$ cat src/rtl/cell_plot_pkg.sv
// Shared types and constants for the cell plot engine: FSM states, colours and
// the queued changed-cell event.
package cell_plot_pkg;

  typedef enum logic [1:0] {
    ST_IDLE  = 2'd0,
    ST_LOAD  = 2'd1,
    ST_PAINT = 2'd2,
    ST_CLEAR = 2'd3
  } state_e;

  localparam logic [2:0] COLOUR_BLACK = 3'b000;
  localparam logic [2:0] COLOUR_GRID  = 3'b001;

  typedef struct packed {
    logic [7:0] x;
    logic [7:0] y;
    logic [2:0] colour;
  } cell_event_t;

  localparam int EVENT_W = $bits(cell_event_t);

endpackage

$ cat src/rtl/cell_event_fifo.sv
// Synchronous event FIFO with flush; head entry is visible on rdata while
// not empty.
module cell_event_fifo #(
  parameter int DEPTH = 8,
  parameter int WIDTH = 19
) (
  input  logic                       clock,
  input  logic                       reset,
  input  logic                       push,
  input  logic                       pop,
  input  logic                       flush,
  input  logic [WIDTH-1:0]           wdata,
  output logic [WIDTH-1:0]           rdata,
  output logic                       full,
  output logic                       empty,
  output logic [$clog2(DEPTH+1)-1:0] count
);

  localparam int AW = (DEPTH > 1) ? $clog2(DEPTH) : 1;
  localparam int CW = $clog2(DEPTH + 1);
  localparam logic [AW-1:0] PTR_LAST   = AW'(DEPTH - 1);
  localparam logic [CW-1:0] COUNT_FULL = CW'(DEPTH);

  logic [WIDTH-1:0] mem_q [DEPTH];
  logic [AW-1:0]    wr_ptr_q, wr_ptr_d;
  logic [AW-1:0]    rd_ptr_q, rd_ptr_d;
  logic [CW-1:0]    count_q, count_d;
  logic             do_push, do_pop;

  assign full    = (count_q == COUNT_FULL);
  assign empty   = (count_q == '0);
  assign count   = count_q;
  assign rdata   = mem_q[rd_ptr_q];
  assign do_push = push && !full && !flush;
  assign do_pop  = pop && !empty && !flush;

  always_comb begin
    // NOTE: every variable gets a default before any branch so no latch is inferred.
    wr_ptr_d = wr_ptr_q;
    rd_ptr_d = rd_ptr_q;
    count_d  = count_q;
    if (flush) begin
      wr_ptr_d = '0;
      rd_ptr_d = '0;
      count_d  = '0;
    end else begin
      if (do_push) wr_ptr_d = (wr_ptr_q == PTR_LAST) ? '0 : wr_ptr_q + 1'b1;
      if (do_pop)  rd_ptr_d = (rd_ptr_q == PTR_LAST) ? '0 : rd_ptr_q + 1'b1;
      case ({do_push, do_pop})
        2'b10:   count_d = count_q + 1'b1;
        2'b01:   count_d = count_q - 1'b1;
        default: count_d = count_q;
      endcase
    end
  end

  always_ff @(posedge clock) begin
    // NOTE: state flops use non-blocking assignments so all updates land together at the edge.
    if (reset) begin
      wr_ptr_q <= '0;
      rd_ptr_q <= '0;
      count_q  <= '0;
    end else begin
      wr_ptr_q <= wr_ptr_d;
      rd_ptr_q <= rd_ptr_d;
      count_q  <= count_d;
    end
  end

  // NOTE: storage is deliberately not reset; only entries below count are ever read.
  always_ff @(posedge clock) begin
    if (do_push) mem_q[wr_ptr_q] <= wdata;
  end

endmodule

$ cat src/rtl/cell_plot_engine.sv
// Rasterises queued changed-cell events into CELL_PX square pixel blocks for
// vga_adapter, plus a whole-grid clear sweep. Optional: CELL_PLOT_GRID_LINES_EN.
module cell_plot_engine
  import cell_plot_pkg::*;
#(
  parameter int CELL_PX    = 4,
  parameter int GRID_W     = 4,
  parameter int GRID_H     = 4,
  parameter int X_ORIGIN   = 0,
  parameter int Y_ORIGIN   = 0,
  parameter int FIFO_DEPTH = 8
) (
  input  logic       clock,
  input  logic       reset,
  input  logic       in_valid,
  output logic       in_ready,
  input  logic [7:0] in_cell_x,
  input  logic [7:0] in_cell_y,
  input  logic [2:0] in_colour,
  input  logic       clear,
  output logic [7:0] out_x,
  output logic [7:0] out_y,
  output logic [2:0] out_colour,
  output logic       plot,
  output logic       busy,
  output logic       drop
);

  localparam int SPAN_W = GRID_W * CELL_PX;
  localparam int SPAN_H = GRID_H * CELL_PX;
  localparam logic [4:0] OFS_LAST     = 5'(CELL_PX - 1);
  localparam logic [8:0] OFS_MASK     = 9'(CELL_PX - 1);
  localparam logic [8:0] SWEEP_X_LAST = 9'(SPAN_W - 1);
  localparam logic [8:0] SWEEP_Y_LAST = 9'(SPAN_H - 1);
`ifdef CELL_PLOT_GRID_LINES_EN
  localparam bit GRID_LINES = 1'b1;
`else
  localparam bit GRID_LINES = 1'b0;
`endif

  generate
    if (CELL_PX < 1 || CELL_PX > 16 || (CELL_PX & (CELL_PX - 1)) != 0 ||
        FIFO_DEPTH < 1 || (FIFO_DEPTH & (FIFO_DEPTH - 1)) != 0 ||
        X_ORIGIN + SPAN_W > 160 || Y_ORIGIN + SPAN_H > 120) begin : g_bad_params
      $error("cell_plot_engine: parameters do not fit the 160x120 framebuffer");
    end
  endgenerate

  // Right and bottom edge of every cell become grid lines when enabled.
  function automatic logic [2:0] pixel_colour(input logic [4:0] ox, input logic [4:0] oy,
                                              input logic [2:0] fill);
    return (GRID_LINES && (ox == OFS_LAST || oy == OFS_LAST)) ? COLOUR_GRID : fill;
  endfunction

  state_e      state_q, state_d;
  logic [8:0]  base_x_q, base_x_d, base_y_q, base_y_d;
  logic [2:0]  colour_q, colour_d;
  logic [4:0]  px_q, px_d, py_q, py_d;
  logic [8:0]  sx_q, sx_d, sy_q, sy_d;
  logic        clear_pending_q, clear_pending_d;
  logic [7:0]  out_x_q, out_x_d, out_y_q, out_y_d;
  logic [2:0]  out_colour_q, out_colour_d;
  logic        plot_q, plot_d, drop_q, drop_d;

  cell_event_t in_event, head;
  logic        fifo_push, fifo_pop, fifo_flush, fifo_full, fifo_empty, enter_clear;
  logic [$clog2(FIFO_DEPTH+1)-1:0] fifo_count;

  assign in_event  = '{x: in_cell_x, y: in_cell_y, colour: in_colour};
  assign in_ready  = !fifo_full && !clear_pending_q && (state_q != ST_CLEAR);
  assign fifo_push = in_valid && in_ready;
  assign busy      = (state_q != ST_IDLE) || (fifo_count != '0);

  cell_event_fifo #(.DEPTH(FIFO_DEPTH), .WIDTH(EVENT_W)) u_fifo (
    .clock (clock),
    .reset (reset),
    .push  (fifo_push),
    .pop   (fifo_pop),
    .flush (fifo_flush),
    .wdata (in_event),
    .rdata (head),
    .full  (fifo_full),
    .empty (fifo_empty),
    .count (fifo_count)
  );

  always_comb begin
    state_d      = state_q;
    base_x_d     = base_x_q;
    base_y_d     = base_y_q;
    colour_d     = colour_q;
    px_d         = px_q;
    py_d         = py_q;
    sx_d         = sx_q;
    sy_d         = sy_q;
    out_x_d      = out_x_q;
    out_y_d      = out_y_q;
    out_colour_d = out_colour_q;
    plot_d       = 1'b0;
    drop_d       = 1'b0;
    fifo_pop     = 1'b0;
    fifo_flush   = 1'b0;
    enter_clear  = 1'b0;

    case (state_q)
      ST_IDLE: begin
        if (clear_pending_q)  enter_clear = 1'b1;
        else if (!fifo_empty) state_d = ST_LOAD;
      end
      ST_LOAD: begin
        fifo_pop = 1'b1;
        if (9'(head.x) >= 9'(GRID_W) || 9'(head.y) >= 9'(GRID_H)) begin
          drop_d  = 1'b1;
          state_d = ST_IDLE;
        end else begin
          base_x_d = 9'(X_ORIGIN) + 9'(head.x) * 9'(CELL_PX);
          base_y_d = 9'(Y_ORIGIN) + 9'(head.y) * 9'(CELL_PX);
          colour_d = head.colour;
          px_d     = '0;
          py_d     = '0;
          plot_d   = 1'b1;
          state_d  = ST_PAINT;
        end
      end
      ST_PAINT: begin
        if (px_q != OFS_LAST) begin
          px_d   = px_q + 1'b1;
          plot_d = 1'b1;
        end else if (py_q != OFS_LAST) begin
          px_d   = '0;
          py_d   = py_q + 1'b1;
          plot_d = 1'b1;
        end else if (clear_pending_q) begin
          enter_clear = 1'b1;
        end else begin
          state_d = ST_IDLE;
        end
      end
      ST_CLEAR: begin
        if (sx_q != SWEEP_X_LAST) begin
          sx_d   = sx_q + 1'b1;
          plot_d = 1'b1;
        end else if (sy_q != SWEEP_Y_LAST) begin
          sx_d   = '0;
          sy_d   = sy_q + 1'b1;
          plot_d = 1'b1;
        end else begin
          state_d = ST_IDLE;
        end
      end
      default: state_d = ST_IDLE;
    endcase

    // Entering the sweep flushes pending events and emits its first pixel at once.
    if (enter_clear) begin
      state_d    = ST_CLEAR;
      fifo_flush = 1'b1;
      sx_d       = '0;
      sy_d       = '0;
      plot_d     = 1'b1;
    end

    if (plot_d) begin
      if (state_d == ST_PAINT) begin
        out_x_d      = 8'(base_x_d + 9'(px_d));
        out_y_d      = 8'(base_y_d + 9'(py_d));
        out_colour_d = pixel_colour(px_d, py_d, colour_d);
      end else begin
        out_x_d      = 8'(9'(X_ORIGIN) + sx_d);
        out_y_d      = 8'(9'(Y_ORIGIN) + sy_d);
        out_colour_d = pixel_colour(5'(sx_d & OFS_MASK), 5'(sy_d & OFS_MASK), COLOUR_BLACK);
      end
    end

    if (enter_clear)                          clear_pending_d = 1'b0;
    else if (clear && state_q != ST_CLEAR)    clear_pending_d = 1'b1;
    else                                      clear_pending_d = clear_pending_q;
  end

  always_ff @(posedge clock) begin
    if (reset) begin
      state_q         <= ST_IDLE;
      base_x_q        <= '0;
      base_y_q        <= '0;
      colour_q        <= '0;
      px_q            <= '0;
      py_q            <= '0;
      sx_q            <= '0;
      sy_q            <= '0;
      clear_pending_q <= 1'b0;
      out_x_q         <= '0;
      out_y_q         <= '0;
      out_colour_q    <= '0;
      plot_q          <= 1'b0;
      drop_q          <= 1'b0;
    end else begin
      state_q         <= state_d;
      base_x_q        <= base_x_d;
      base_y_q        <= base_y_d;
      colour_q        <= colour_d;
      px_q            <= px_d;
      py_q            <= py_d;
      sx_q            <= sx_d;
      sy_q            <= sy_d;
      clear_pending_q <= clear_pending_d;
      out_x_q         <= out_x_d;
      out_y_q         <= out_y_d;
      out_colour_q    <= out_colour_d;
      plot_q          <= plot_d;
      drop_q          <= drop_d;
    end
  end

  assign out_x      = out_x_q;
  assign out_y      = out_y_q;
  assign out_colour = out_colour_q;
  assign plot       = plot_q;
  assign drop       = drop_q;

endmodule

$ cat config.mk
export PLATFORM = sky130hd
export DESIGN_NAME = cell_plot_engine
export DESIGN_NICKNAME = d
export VERILOG_FILES = /design/src/rtl/cell_plot_pkg.sv /design/src/rtl/cell_event_fifo.sv /design/src/rtl/cell_plot_engine.sv
export SDC_FILE = /design/constraint.sdc
export NUM_CORES = 1
export LEC_CHECK = 0
export ABC_AREA = 1
export CAP_MARGIN = 20
export CORE_MARGIN = 8
export CORE_UTILIZATION = 57
export CTS_CLUSTER_SIZE = 25
export DETAILED_ROUTE_END_ITERATION = 6
export DONT_BUFFER_PORTS = 1
export PLACE_DENSITY = 0.75
export SLEW_MARGIN = 30
export SYNTH_ARGS = -nofsm -noshare
export SYNTH_HDL_FRONTEND = slang
export SYNTH_SLANG_ARGS = --single-unit
export TNS_END_PERCENT = 5
$ cat constraint.sdc
create_clock -name clock -period 3.2 [get_ports clock]
set_clock_uncertainty 0.2 [all_clocks]
set_input_delay 0.16 -clock clock [delete_from_list [all_inputs] [get_ports clock]]
set_output_delay 0.16 -clock clock [all_outputs]
set_load 0.01 [all_outputs]
==> metrics.md <==
| Metric | Value |
|---|---|
| Data arrival time of the worst path | `3560 ps` |
| Worst vdd rail ir drop | `807.6 µV` |
| Clock network fraction of design power | `0.363` |
| Reg clk slew, reported paths | `60 ps` |
| Endpoint of the lowest-slack register-to-register path | `out_x[5]` |
| Crit path capture type | `flop` |
| Width of the die | `149.6 µm` |
| Total of warnings raised by yosys | `0` |
| Remaining global-route overflow | `0` |
| RD Place Congestion | `0.8708` |
| Achievable Freq | `300.1 MHz` |
| Required arrival time at the worst endpoint | `3430 ps` |
| Worst-Margin Slew | `408.2 ps` |
| Effective utilization at floorplan | `0.5746` |
| Internal Pwr Total | `5.876 mW` |
| Part of the power in combinational logic | `0.200` |
| Fraction of final layout cells sized beyond drive strength 1 | `0.1547` |
| Synthesized cell area | `10180 µm²` |
| Initial detailed-routing violation count | `529` |
| Final std cells w/o fill | `1399` |
| Status | `finished with violations` |
| H-Tree Depth | `1` |
| Final net count | `1202` |
| Cell Pwr Density | `653.4 nW/µm²` |
| Synthesized area divided by synthesized cell count | `9.933 µm²` |
| Pin count of the biggest net entering global routing | `48` |
| Sw frac | `0.2911` |
| Max layer used | `met4` |
| Buffer levels on the longest clock path | `3` |
| Die extent in y | `149.6 µm` |
| Number of hold violations in the final report | `0` |
| Diode count | `0` |
| Synthesized instance count | `1025` |
| Largest fanout of any net on the critical path | `7` |
| Area grow syn2layout | `24.60%` |
| Total routing usage reported by global routing | `0.2065` |
| Clock Sink Count | `236` |
| Detail-routed via count per cell | `5.519` |
| Number of placed cells counting well taps | `1271` |
| Fin Hold WS | `38.75 ps` |
| Pins over their slew limit | `0` |
| Part of the Yosys area used for sequential elements | `0.6135` |
| Number of port buffers | `0` |
| Wire length reported by the detailed router | `23880 µm` |
| Routed wirelength normalized by instance count | `17.07 µm` |
| Number of vias after detailed routing | `7721` |
| Core utilization of the finished layout | `0.7160` |
| Sequential share of power | `0.436` |
| Fraction of registers with async set or reset after synthesis | `0` |
| Mapped Nets | `1076` |
| Endpoint of the worst hold path | `sy_q[3]` |
| Vias in the first global route | `7597` |
| IO Pins | `46` |
| Final setup fails | `9` |
| Type of the worst setup path | `reg2reg` |
| Drc violations | `1` |
| Detailed-route wire length on metal 1 | `9060 µm` |
| Buffer type at the clock tree root | `sky130_fd_sc_hd__clkbuf_16` |
| Worst min-delay path class | `in2reg` |
| Crit share post-route | `1.041` |
| Primary flip-flop cell chosen by synthesis mapping | `sky130_fd_sc_hd__edfxtp_1` |
| Core ar. | `17720 µm²` |
| Time the final worst path needs with I/O delays and setup | `3332 ps` |
| Register bit count reported by yosys | `236` |
| Number of maximum-capacitance constraint violations | `0` |
| CTS Buf Count | `25` |
| Worst hold start | `reset` |
| Clock tree from TritonCTS | `done` |
| Distinct cell type count of the synthesized netlist | `48` |
| Cell Rows | `49` |
| Estimated wirelength of the detail-placed design | `14140 µm` |
| Worst hold path stage count | `2` |
| Die Footprint | `22390 µm²` |
| Startpoint type of the worst setup path | `flop` |
| Latest clock arrival within the worst-skew pair | `540 ps` |
| Reported net switching power | `2.413 mW` |
| Setup WS post-layout | `-132.2 ps` |
| Post-route cell area | `12690 µm²` |
| Setup slack at placement | `-199.3 ps` |
| Remaining number of nets flagged by the antenna check after routing | `0` |
| Worst reg-to-reg path cell count | `26` |
| Max-Slew Margin vs Limit | `0.7268` |
| Antenna violations before repair | `0` |
| Unrepaired setup endpoints after global routing | `true` |
| First drt pass iteration count | `7` |
| Number of flops mapped to enable cells by yosys | `152` |
| Placed inst area | `10690 µm²` |
| Failing checks | `design-rule violations, negative setup slack` |
| Register-to-register setup slack | `-130 ps` |
| Total power | `8.289 mW` |
| Wire length of the first global-routing pass | `36630 µm` |
| Met2 routed wirelength | `12410 µm` |
| Amount of wire on met3 after detailed routing | `1459 µm` |
| Fin Setup TNS | `-629.1 ps` |
| Leakage Power | `5.216 nW` |
synthesized netlist by cell type (2+ instances only):
master                     count  area [µm²]
sky130_fd_sc_hd__buf_6         7       78.83
sky130_fd_sc_hd__o21ai_1       4       20.02
sky130_fd_sc_hd__o211ai_1      3       22.52
sky130_fd_sc_hd__inv_2         3       11.26
sky130_fd_sc_hd__nand4_1      11       68.82
sky130_fd_sc_hd__clkbuf_1     11       41.29
sky130_fd_sc_hd__nor2_1      164       615.6
sky130_fd_sc_hd__a211oi_1      5       37.54
sky130_fd_sc_hd__o221ai_1     14       122.6
sky130_fd_sc_hd__o21ai_0      72       360.4
sky130_fd_sc_hd__fa_1          3       60.06
sky130_fd_sc_hd__nand2_2       5       31.28
sky130_fd_sc_hd__a21oi_2       2       17.52
sky130_fd_sc_hd__nor3_1        9       45.04
sky130_fd_sc_hd__inv_1       115       431.7
sky130_fd_sc_hd__buf_2        12       60.06
sky130_fd_sc_hd__xor2_1       10       87.58
sky130_fd_sc_hd__o31ai_2       3       37.54
sky130_fd_sc_hd__dfxtp_1      84        1682
sky130_fd_sc_hd__nand3_1      55       275.3
sky130_fd_sc_hd__edfxtp_1    152        4564
sky130_fd_sc_hd__xnor2_1       5       43.79
sky130_fd_sc_hd__a21oi_1      24       120.1
sky130_fd_sc_hd__nand2_1     188       705.7
sky130_fd_sc_hd__ha_1         25       312.8
sky130_fd_sc_hd__a31oi_1       4       25.02
sky130_fd_sc_hd__nand3b_1     13       97.59
sky130_fd_sc_hd__nand3_2       2       20.02
power groups by stage:
stage	Clock, mW	Sequential, mW	Combinational (mW)
3_5_place_dp	0	3.67	1.38
6_report	3.01	3.62	1.66
3_3_place_gp	0	3.66	1.35
4_1_cts	3.05	3.61	1.58
2_1_floorplan	0	3.63	0.998
5_1_grt	3.17	3.64	1.82
layer usage:
layer,GRT usage,up-vias
met2,0.3705,276
met5,0,-
met3,0.04022,78
li1,-,3698
met4,0.1050,0
met1,0.2287,3669
how the worst max path moves through the flow:
stage,endpoint,slack [ps],cells after the start
global placement,out_x[5],-100,22
floorplan,out_y[7],10,27
detailed placement,out_x[5],-200,24
global route,out_x[5],-360,24
finish,out_x[5],-130,26
CTS,out_x[5],-30,26
critical path, stage by stage, from the launching register on:
cell and delay (ps):
sky130_fd_sc_hd__dfxtp_4 410, sky130_fd_sc_hd__buf_12 160, sky130_fd_sc_hd__nor2_4 90, sky130_fd_sc_hd__nor2_1 60, sky130_fd_sc_hd__nand2_1 100, sky130_fd_sc_hd__nand3_1 90, sky130_fd_sc_hd__nand2_1 90, sky130_fd_sc_hd__nand2_2 70
sky130_fd_sc_hd__nor2_4 150, sky130_fd_sc_hd__nand3_2 80, sky130_fd_sc_hd__nand2_2 90, sky130_fd_sc_hd__nand2_4 70, sky130_fd_sc_hd__inv_4 80, sky130_fd_sc_hd__nand2_2 70, sky130_fd_sc_hd__nand2_2 80, sky130_fd_sc_hd__nand2_2 80
sky130_fd_sc_hd__ha_4 260, sky130_fd_sc_hd__nand3_1 70, sky130_fd_sc_hd__and2_4 170, sky130_fd_sc_hd__inv_2 70, sky130_fd_sc_hd__a21oi_2 70, sky130_fd_sc_hd__o21ai_2 150, sky130_fd_sc_hd__buf_4 140, sky130_fd_sc_hd__xor2_2 140
sky130_fd_sc_hd__nand2_1 70, sky130_fd_sc_hd__nand3_1 70, sky130_fd_sc_hd__nand2_1 50
layout by cell type (no fill, tap or decap), types with 25 or more instances in the layout:
cell type,count
sky130_fd_sc_hd__nand2_1,171
sky130_fd_sc_hd__nor2_1,153
sky130_fd_sc_hd__edfxtp_1,152
sky130_fd_sc_hd__inv_1,110
sky130_fd_sc_hd__dfxtp_1,80
sky130_fd_sc_hd__dlygate4sd3_1,77
sky130_fd_sc_hd__o21ai_0,63
sky130_fd_sc_hd__nand3_1,50
sky130_fd_sc_hd__buf_4,45
sky130_fd_sc_hd__clkbuf_16,25
registers in the layout, summed over array words and instances, names as in the netlist, named ones only:
register / cells
base_x_q: 8
base_y_q: 8
clear_pending_q: 1
colour_q: 3
drop: 1
out_colour: 3
out_x: 8
out_y: 8
plot: 1
px_q: 5
py_q: 5
state_q: 2
sx_q: 9
sy_q: 9
u_fifo.count: 4
u_fifo.mem_q: 152
u_fifo.rd_ptr_q: 3
u_fifo.wr_ptr_q: 3
what timing repair did:
| item | CTS | global route |
|---|---|---|
| endpoints found under the setup margin | 9 | 15 |
| cloned | 2 | 0 |
| setup buffers | 2 | 1 |
| resized for setup | 32 | 52 |
| endpoints found under the hold margin | 234 | 0 |
| hold buffers | 77 | 0 |
| pin swaps | 7 | 18 |
final cells by class:
class,instances,area (µm²)
timing repair buffer,130,1240
clock inverter,17,203.9
fill,1174,5032
clock buffer,29,660.6
tap,229,286.5
inverter,120,462.9
sequential,236,6254
multi-input combinational,638,3578
logic make-up (layout without fill, tap and decap cells):
family | after synthesis | in the layout | synth area share
flops | 236 | 236 | 0.6135
xor+xnor | 15 | 15 | 0.01290
fa+ha+maj | 28 | 28 | 0.03662
compound gates | 141 | 141 | 0.08370
buf+inv | 151 | 296 | 0.06317
simple gates | 454 | 454 | 0.1901
Note: power is estimated with default switching activity, not from simulation.
